--- config.mk ---
export PLATFORM = sky130hd
export DESIGN_NAME = instruction_assembler
export DESIGN_NICKNAME = d
export VERILOG_FILES = /design/src/rtl/ir_pkg.sv /design/src/rtl/ir_queue.sv /design/src/rtl/instruction_assembler.sv
export SDC_FILE = /design/constraint.sdc
export NUM_CORES = 1
export LEC_CHECK = 0
export ABC_AREA = 1
export BUFFER_PORTS_ARGS = -buffer_cell sky130_fd_sc_hd__buf_2
export CORE_MARGIN = 1.5
export CORE_UTILIZATION = 34
export CTS_CLUSTER_SIZE = 28
export DETAILED_ROUTE_END_ITERATION = 6
export PLACE_DENSITY_LB_ADDON = 0.15
export REMOVE_ABC_BUFFERS = 1
export SYNTH_ARGS = -nofsm -noshare
export SYNTH_HDL_FRONTEND = slang
export SYNTH_SLANG_ARGS = --single-unit
export TNS_END_PERCENT = 100
--- constraint.sdc ---
create_clock -name Clock -period 3 [get_ports Clock]
set_input_delay 0.15 -clock Clock [delete_from_list [all_inputs] [get_ports Clock]]
set_output_delay 0.15 -clock Clock [all_outputs]
set_load 0.05 [all_outputs]
--- src/rtl/ir_pkg.sv ---
// Shared types and default sizing for the instruction assembler and its queue.
package ir_pkg;

  typedef enum logic {
    IDLE    = 1'b0,
    COLLECT = 1'b1
  } state_t;

  localparam int DEF_DATA_W = 8;
  localparam int DEF_CHUNKS = 2;
  localparam int DEF_DEPTH  = 2;

endpackage

--- src/rtl/ir_queue.sv ---
// Small circular FIFO holding assembled instructions; head reads as zero when empty.
module ir_queue #(
  parameter int WIDTH = 16,
  parameter int DEPTH = 2
) (
  input  logic             clock,
  input  logic             reset,
  input  logic             push,
  input  logic             pop,
  input  logic             flush,
  input  logic [WIDTH-1:0] data,
  output logic [WIDTH-1:0] head,
  output logic [3:0]       count
);

  localparam int PW = (DEPTH > 1) ? $clog2(DEPTH) : 1;

  logic [WIDTH-1:0] mem [DEPTH];
  logic [PW-1:0]    wr_ptr;
  logic [PW-1:0]    rd_ptr;
  logic             do_push;
  logic             do_pop;

  // Pointers wrap at DEPTH, which need not be a power of two.
  function automatic logic [PW-1:0] bump(input logic [PW-1:0] p);
    return (p == PW'(DEPTH - 1)) ? '0 : p + 1'b1;
  endfunction

  assign do_push = push && (count < 4'(DEPTH));
  assign do_pop  = pop && (count != 4'd0);

  always_ff @(posedge clock or posedge reset) begin
    if (reset) begin
      wr_ptr <= '0;
      rd_ptr <= '0;
      count  <= '0;
      for (int k = 0; k < DEPTH; k++) mem[k] <= '0;
    end else if (flush) begin
      wr_ptr <= '0;
      rd_ptr <= '0;
      count  <= '0;
    end else begin
      if (do_push) begin
        mem[wr_ptr] <= data;
        wr_ptr      <= bump(wr_ptr);
      end
      if (do_pop) rd_ptr <= bump(rd_ptr);
      if (do_push && !do_pop) count <= count + 4'd1;
      else if (!do_push && do_pop) count <= count - 4'd1;
    end
  end

  assign head = (count != 4'd0) ? mem[rd_ptr] : '0;

endmodule

--- src/rtl/instruction_assembler.sv ---
// Gathers DATA_W-wide chunks into CHUNKS-wide instructions and queues them.
// Optional head parity storage is enabled with the IR_PARITY_EN macro.
module instruction_assembler
  import ir_pkg::*;
#(
  parameter int DATA_W = DEF_DATA_W,
  parameter int CHUNKS = DEF_CHUNKS,
  parameter int DEPTH  = DEF_DEPTH
) (
  input  logic                     Clock,
  input  logic                     Reset,
  input  logic [DATA_W-1:0]        I,
  input  logic                     IValid,
  output logic                     IReady,
  input  logic                     HighFirst,
  input  logic                     Flush,
  output logic [DATA_W*CHUNKS-1:0] IROut,
  output logic                     IRValid,
  input  logic                     IRReady,
  output logic [3:0]               Count,
  output logic                     IRParity
);

  localparam int IW = DATA_W * CHUNKS;
  localparam int CW = $clog2(CHUNKS);

  state_t          state, state_next;
  logic [CW-1:0]   idx, idx_next;
  logic            order, order_next;
  logic [IW-1:0]   asm_reg, asm_next;
  logic [IW-1:0]   merged;
  logic [CW-1:0]   slot;
  logic            eff_order;
  logic            last;
  logic            accept;
  logic            push;
  logic            pop;
  logic [3:0]      count;

  assign IReady  = (count < 4'(DEPTH));
  assign IRValid = (count != 4'd0);
  assign Count   = count;
  assign pop     = IRValid && IRReady && !Flush;

  always_ff @(posedge Clock or posedge Reset) begin
    if (Reset) begin
      state   <= IDLE;
      idx     <= '0;
      order   <= 1'b0;
      asm_reg <= '0;
    end else begin
      state   <= state_next;
      idx     <= idx_next;
      order   <= order_next;
      asm_reg <= asm_next;
    end
  end

  // The first chunk uses the live HighFirst; later chunks use the latched order.
  always_comb begin
    state_next = state;
    idx_next   = idx;
    order_next = order;
    asm_next   = asm_reg;
    eff_order  = (state == IDLE) ? HighFirst : order;
    slot       = eff_order ? (CW'(CHUNKS - 1) - idx) : idx;
    merged     = (state == IDLE) ? '0 : asm_reg;
    for (int k = 0; k < CHUNKS; k++) begin
      if (CW'(k) == slot) merged[k*DATA_W +: DATA_W] = I;
    end
    last   = (idx == CW'(CHUNKS - 1));
    accept = IValid && IReady && !Flush;
    push   = accept && last;

    if (Flush) begin
      state_next = IDLE;
      idx_next   = '0;
    end else if (accept) begin
      asm_next = merged;
      if (state == IDLE) order_next = HighFirst;
      if (last) begin
        state_next = IDLE;
        idx_next   = '0;
      end else begin
        state_next = COLLECT;
        idx_next   = idx + 1'b1;
      end
    end
  end

`ifdef IR_PARITY_EN
  logic [IW:0] head;

  ir_queue #(.WIDTH(IW + 1), .DEPTH(DEPTH)) u_queue (
    .clock (Clock),
    .reset (Reset),
    .push  (push),
    .pop   (pop),
    .flush (Flush),
    .data  ({^merged, merged}),
    .head  (head),
    .count (count)
  );

  assign IROut    = head[IW-1:0];
  assign IRParity = head[IW];
`else
  logic [IW-1:0] head;

  ir_queue #(.WIDTH(IW), .DEPTH(DEPTH)) u_queue (
    .clock (Clock),
    .reset (Reset),
    .push  (push),
    .pop   (pop),
    .flush (Flush),
    .data  (merged),
    .head  (head),
    .count (count)
  );

  assign IROut    = head;
  assign IRParity = 1'b0;
`endif

endmodule
---- Yosys cells after proc, flatten, opt, wreduce, memory -nomap -nowiden ----
Cells that the tools add are included.
word-level totals
  bits in registers ....................... 57
  bits of input ports ..................... 14
  output and inout bits ................... 23
  word-level logic and storage cells ...... 69
operators by class
  reduce and logical (&&, ||, !) cells .... 20
  $lt $le $gt $ge ......................... 4
  mux-type cells .......................... 27
  bitwise operators ....................... 3
  $add $sub $neg .......................... 6
operators with widths
  kind                 count
  $mux 16              6
  $bwmux 32            1
  $demux 16 s1         1
  $mux 8               2
  $mux 1               14
  $mux 4               3
  $logic_and 1x1->1    10
  $reduce_bool 2->1    3
  $add 4x1->4 const B  1
  $ge 2x2->1 const B   2
  $lt 4x2->1 const B   1
  $not 1->2            2
  $reduce_and 2->1     2
  $reduce_bool 4->1    1
  $sub 4x1->4 const B  1
  $add 1x1->1 const B  3
  $logic_not 1->1      3
  $reduce_bool 3->1    1
  $lt 2x1->1 const B   1
  $not 1->1            1
  $sub 1x1->1 const A  1

---- Logic depth before layout (Yosys ltp) ----
  word-level depth ........................ 10
  depth in mapped cells ................... 14

---- Cells and area by module ----
A second synthesis with hierarchy kept.
second synthesis, totals
  cells, all modules ...................... 405
  area total of the unflattened synthesis .. 2979.1 um2
modules (own cells, without submodules)
  module                 seq. area each (um2)  cells each  times used  area an instance (um2)
  ir_queue               950.9                 260         1           1995.7
  instruction_assembler  450.4                 145         1           983.4

---- Worst setup path after synthesis ----
OpenSTA, ideal clock, no wires.
  path kind ............................... register to output
  start point ............................. register u_queue.count[0]
  end point ............................... output port IROut[10]
  slack ................................... 0.827 ns
  data arrival time ....................... 2.023 ns
  buffers on the path ..................... 1
  stages on the path, launching flop included .. 6
  cells stage by stage .................... dfrtp_1 -> nor2_1 -> nand2_2 -> buf_1 -> nand2_1 -> inv_1
between the ends
  word-level cells in the longest chain between the ends .. 2
RTL lines
  item                    line                         source
  from (decl)             ir_queue.sv:13               output logic [3:0] count
  from (signal assigned)  ir_queue.sv:48               if (do_push && !do_pop) count <= count + 4'd1;
  from (signal assigned)  ir_queue.sv:49               else if (!do_push && do_pop) count <= count - 4'd1;
  $reduce_bool 4->1       --
  via IRValid             instruction_assembler.sv:18  output logic IRValid,
  $mux 16                 ir_queue.sv:53               assign head = (count != 4'd0) ? mem[rd_ptr] : '0;
  to (decl)               instruction_assembler.sv:17  output logic [DATA_W*CHUNKS-1:0] IROut,
The timed path passes the listed nets, and every way through them passes these cells.

---- Worst setup path in the final report ----
  start point ............................. register u_queue.count[3]
  end point ............................... register u_queue.count[3]
between the ends
  word-level cells in the longest chain between the ends .. 8
  elaborated cells on any way between the ends .. 19
RTL lines
  item                                                  line
  $lt 4x2->1 or $reduce_bool 4->1 (tied branches)       --
  $logic_and 1x1->1 (on tied branches) (2 in series)    instruction_assembler.sv:72, instruction_assembler.sv:43
  $logic_and 1x1->1 (on tied branches)                  instruction_assembler.sv:73, ir_queue.sv:30
  $logic_and 1x1->1 or $logic_not 1->1 (tied branches)  ir_queue.sv:29, ir_queue.sv:48
  $logic_and 1x1->1 or $logic_not 1->1 (tied branches)  ir_queue.sv:48, ir_queue.sv:49
  $mux 4 or $logic_and 1x1->1 (tied branches)           ir_queue.sv:48, ir_queue.sv:49
  $mux 4 or $reduce_bool 3->1 (tied branches)           --
Several ways; a longest one is shown, not always the timed one. The select of a mux whose other input is x is not followed.
A chain may end at the register's enable or synchronous reset.

==> summary.txt <==
STA
  • Skew final: 0.00947 ns
  • RSZ-0062 raised after global routing: false
  • Max-Slew Margin vs Limit: 51.7%
  • Setup tns final: 0 ns
  • Setup-failing EPs final: 0
  • Hold Fails Final Rpt: 0
  • Final Critical Period: 2.39 ns
  • Slew Limit Fails: 0
  • Period utilization: 79.6%
  • Worst Setup Slack, final: 0.613 ns
  • Max frequency: 0.419 GHz
  • Slew @ Worst Pin: 0.724 ns

Clock network
  • CTS resizes: 0
  • Post-CTS setup buffer count: 0
  • CTS sink cnt: 56
  • CTS root buf: clkbuf_8
  • TritonCTS clock tree: yes
  • Clk slew on worst S/H paths: 0.10 ns
  • Hold Buf Count CTS: 1
  • Htree depth: 2
  • Clock latency reported for the late side of the worst-skew pair: 0.31 ns
  • Clk buf depth: 2
  • Total CTS buffers: 5

Global routing
  • Grt ovf: 0
  • Initial antenna violation count: 0
  • First-pass GRT wire length: 11000 microns
  • Largest net degree at the start of global routing: 34
  • Vias in the first global route: 2243
  • Total track usage: 16.0%

Placed design
  • Number of port buffers: 35
  • Cell Area, Placed: 0.00306 sq mm
  • DP Wirelength: 4220 microns
  • Post-place setup slack: 0.625 ns
  • Global placer's final weighted congestion: 0.750

Pwr
  • Leakage: 1.74 nW
  • Peak supply drop: 0.000463 V
  • Pwr Density: 1060 mW/mm^2

Worst setup path
  • CP arrival: 2.59 ns
  • Required @ worst endpoint: 3.21 ns
  • CP startpoint kind: flip-flop
  • Kind of critical path: reg2reg
  • Worst setup EP type: flip-flop
  • Max Fanout on Critical Path: 18
  • Reg2Reg Setup Slack: 0.61 ns

Floorplan
  • IO Count: 37
  • Chip height: 93.7 microns
  • Core area: 0.00785 sq mm
  • DIE WIDTH: 93.7 microns
  • Initial Util: 35.6%
  • Rows: 32
  • Total Die Area: 0.00877 sq mm

Finish
  • N_diodes: 0
  • Final core occ: 40.3%
  • Post-route cell area: 0.00317 sq mm
  • Largest register FFs: 32
  • Ratio of cells with drive above 1 in the final layout: 15.1%
  • Area growth syn-to-layout: 13.2%
  • Final-stage net count: 421
  • Fill cells: 874

Route
  • Routed length per instance: 12.8 microns
  • Post-route DRC violation count: 0
  • DR vias: 2362
  • Final ANT Viol Nets: 0
  • First-pass iteration count of the detailed router: 4
  • Iter 0 DRT Violations: 108
  • Wirelength, routed: 6480 microns
  • Mean number of vias per cell: 4.66

Logic synthesis
  • Yosys reg bits: 56
  • Synthesized area: 0.00280 sq mm
  • Synth warnings: 0
  • Area fraction in compound gates after synthesis: 13.6%
  • Mux cell area share after synthesis: 0%
  • XOR/XNOR Fraction of Synth Area: 0.627%
  • Post-Synth Simple-Gate Area: 21.8%
  • Syn Inst Count: 369
  • Register area share after synthesis: 50.1%
  • Largest family of logic cells by synthesized area: simple AND/OR/NAND/NOR gates
  • Syn avg cell area: 7.58 sq um
  • Netlist cell types: 24
  • Post-synthesis adder-cell area fraction: 1.61%

Min path
  • Hold crit path type: in2reg

Outcome
  • Status: finished clean

Run
  • MaxCap Viol Count: 0
[power breakdown]
group	switching, mW	total [mW]	leakage, nW	internal, mW
clock	0.256	0.442	0.0510	0.185
sequential	0.101	1.11	0.721	1.01
combinational	1.39	1.82	0.965	0.428
[per-layer routing]
layer	vias to the layer above	GRT usage, %	wire length [microns]
li1	1200	-	-
met1	1116	22.6	3220
met2	42	25.6	2960
met3	4	3.16	251
met4	0	3.36	44
met5	-	0	0
[final cells by class]
class	count	area, sq um	area share [%]
Timing Repair Buffer	41	223	7.04
Multi-Input combinational cell	229	1050	33.3
Sequential cell	56	1400	44.3
Inverter	71	267	8.42
Clock buffer	6	82.6	2.61
Tap cell	102	128	4.03
Clock inverter	2	10.0	0.316
[per-stage QoR]
| step | power [mW] | cells | hold WS [ns] |
|---|---|---|---|
| after floorplan | 2.52 | 356 | 0.216 |
| after global placement | 2.93 | 498 | 0.320 |
| after detailed placement | 2.96 | 498 | 0.322 |
| after CTS | 3.41 | 507 | 0.0474 |
| after global routing | 3.64 | 507 | 0.0479 |
| final | 3.37 | 507 | 0.0539 |
[logic make-up after synthesis]
group	after synthesis
and+or+nand+nor	152
buffers and inverters	84
AOI/OAI and AO/OA	71
DFF	56
adders and majority gates	3
xor gates and xnor gates	2
other	1
[worst paths after layout]
path                                   from          endpoint  depth (start not counted)
setup / recovery           u_queue.count[3]  u_queue.count[3]                         13
hold / removal                        Flush    u_queue.rd_ptr                          2
setup reg to reg           u_queue.count[3]  u_queue.count[3]                         13
hold reg to reg              u_queue.mem[5]    u_queue.mem[5]                          2
max in group asynchronous             Reset    u_queue.rd_ptr                          4
min in group asynchronous             Reset   u_queue.mem[15]                          3
[layout by cell type (no fill, tap or decap), drive strengths merged]
master / synthesis / routed
o21ai: 53 / 53
clkinv: 0 / 2
nand2: 137 / 137
dlygate4sd3: 0 / 1
xor2: 2 / 2
buf: 9 / 40
nand4: 1 / 1
dfrtp: 56 / 56
inv: 71 / 71
conb: 1 / 1
ha: 2 / 2
clkbuf: 4 / 6
nor2: 8 / 8
nand3: 6 / 6
a21oi: 2 / 2
o22ai: 16 / 16
fa: 1 / 1
[cell usage after synthesis]
library cell / n / area share, %
a21oi_1: 2 / 0.36
buf_1: 1 / 0.13
buf_2: 4 / 0.72
buf_4: 3 / 0.81
buf_6: 1 / 0.40
clkbuf_1: 4 / 0.54
conb_1: 1 / 0.13
dfrtp_1: 56 / 50
fa_1: 1 / 0.72
ha_1: 2 / 0.90
inv_1: 68 / 9.1
inv_2: 3 / 0.40
nand2_1: 134 / 18
nand2_2: 3 / 0.67
nand3_1: 6 / 1.1
nand4_2: 1 / 0.45
nor2_1: 4 / 0.54
nor2_2: 3 / 0.67
nor2_4: 1 / 0.40
o21ai_0: 49 / 8.8
o21ai_1: 3 / 0.54
o21ai_2: 1 / 0.31
o22ai_1: 16 / 3.6
xor2_1: 2 / 0.63
[critical path, cell delays in order, from the launching register on]
cell,delay [ns]
dfrtp_1,0.45
nor2_2,0.19
nand2_2,0.30
nand2_1,0.24
nand2_1,0.15
ha_1,0.35
a21oi_1,0.19
nand2_1,0.07
nand2_1,0.09
nand2_1,0.06
nand2_1,0.05
nand2_1,0.05
nand2_1,0.06
nand2_1,0.04
No activity file was read; power rests on OpenSTA's default activity.
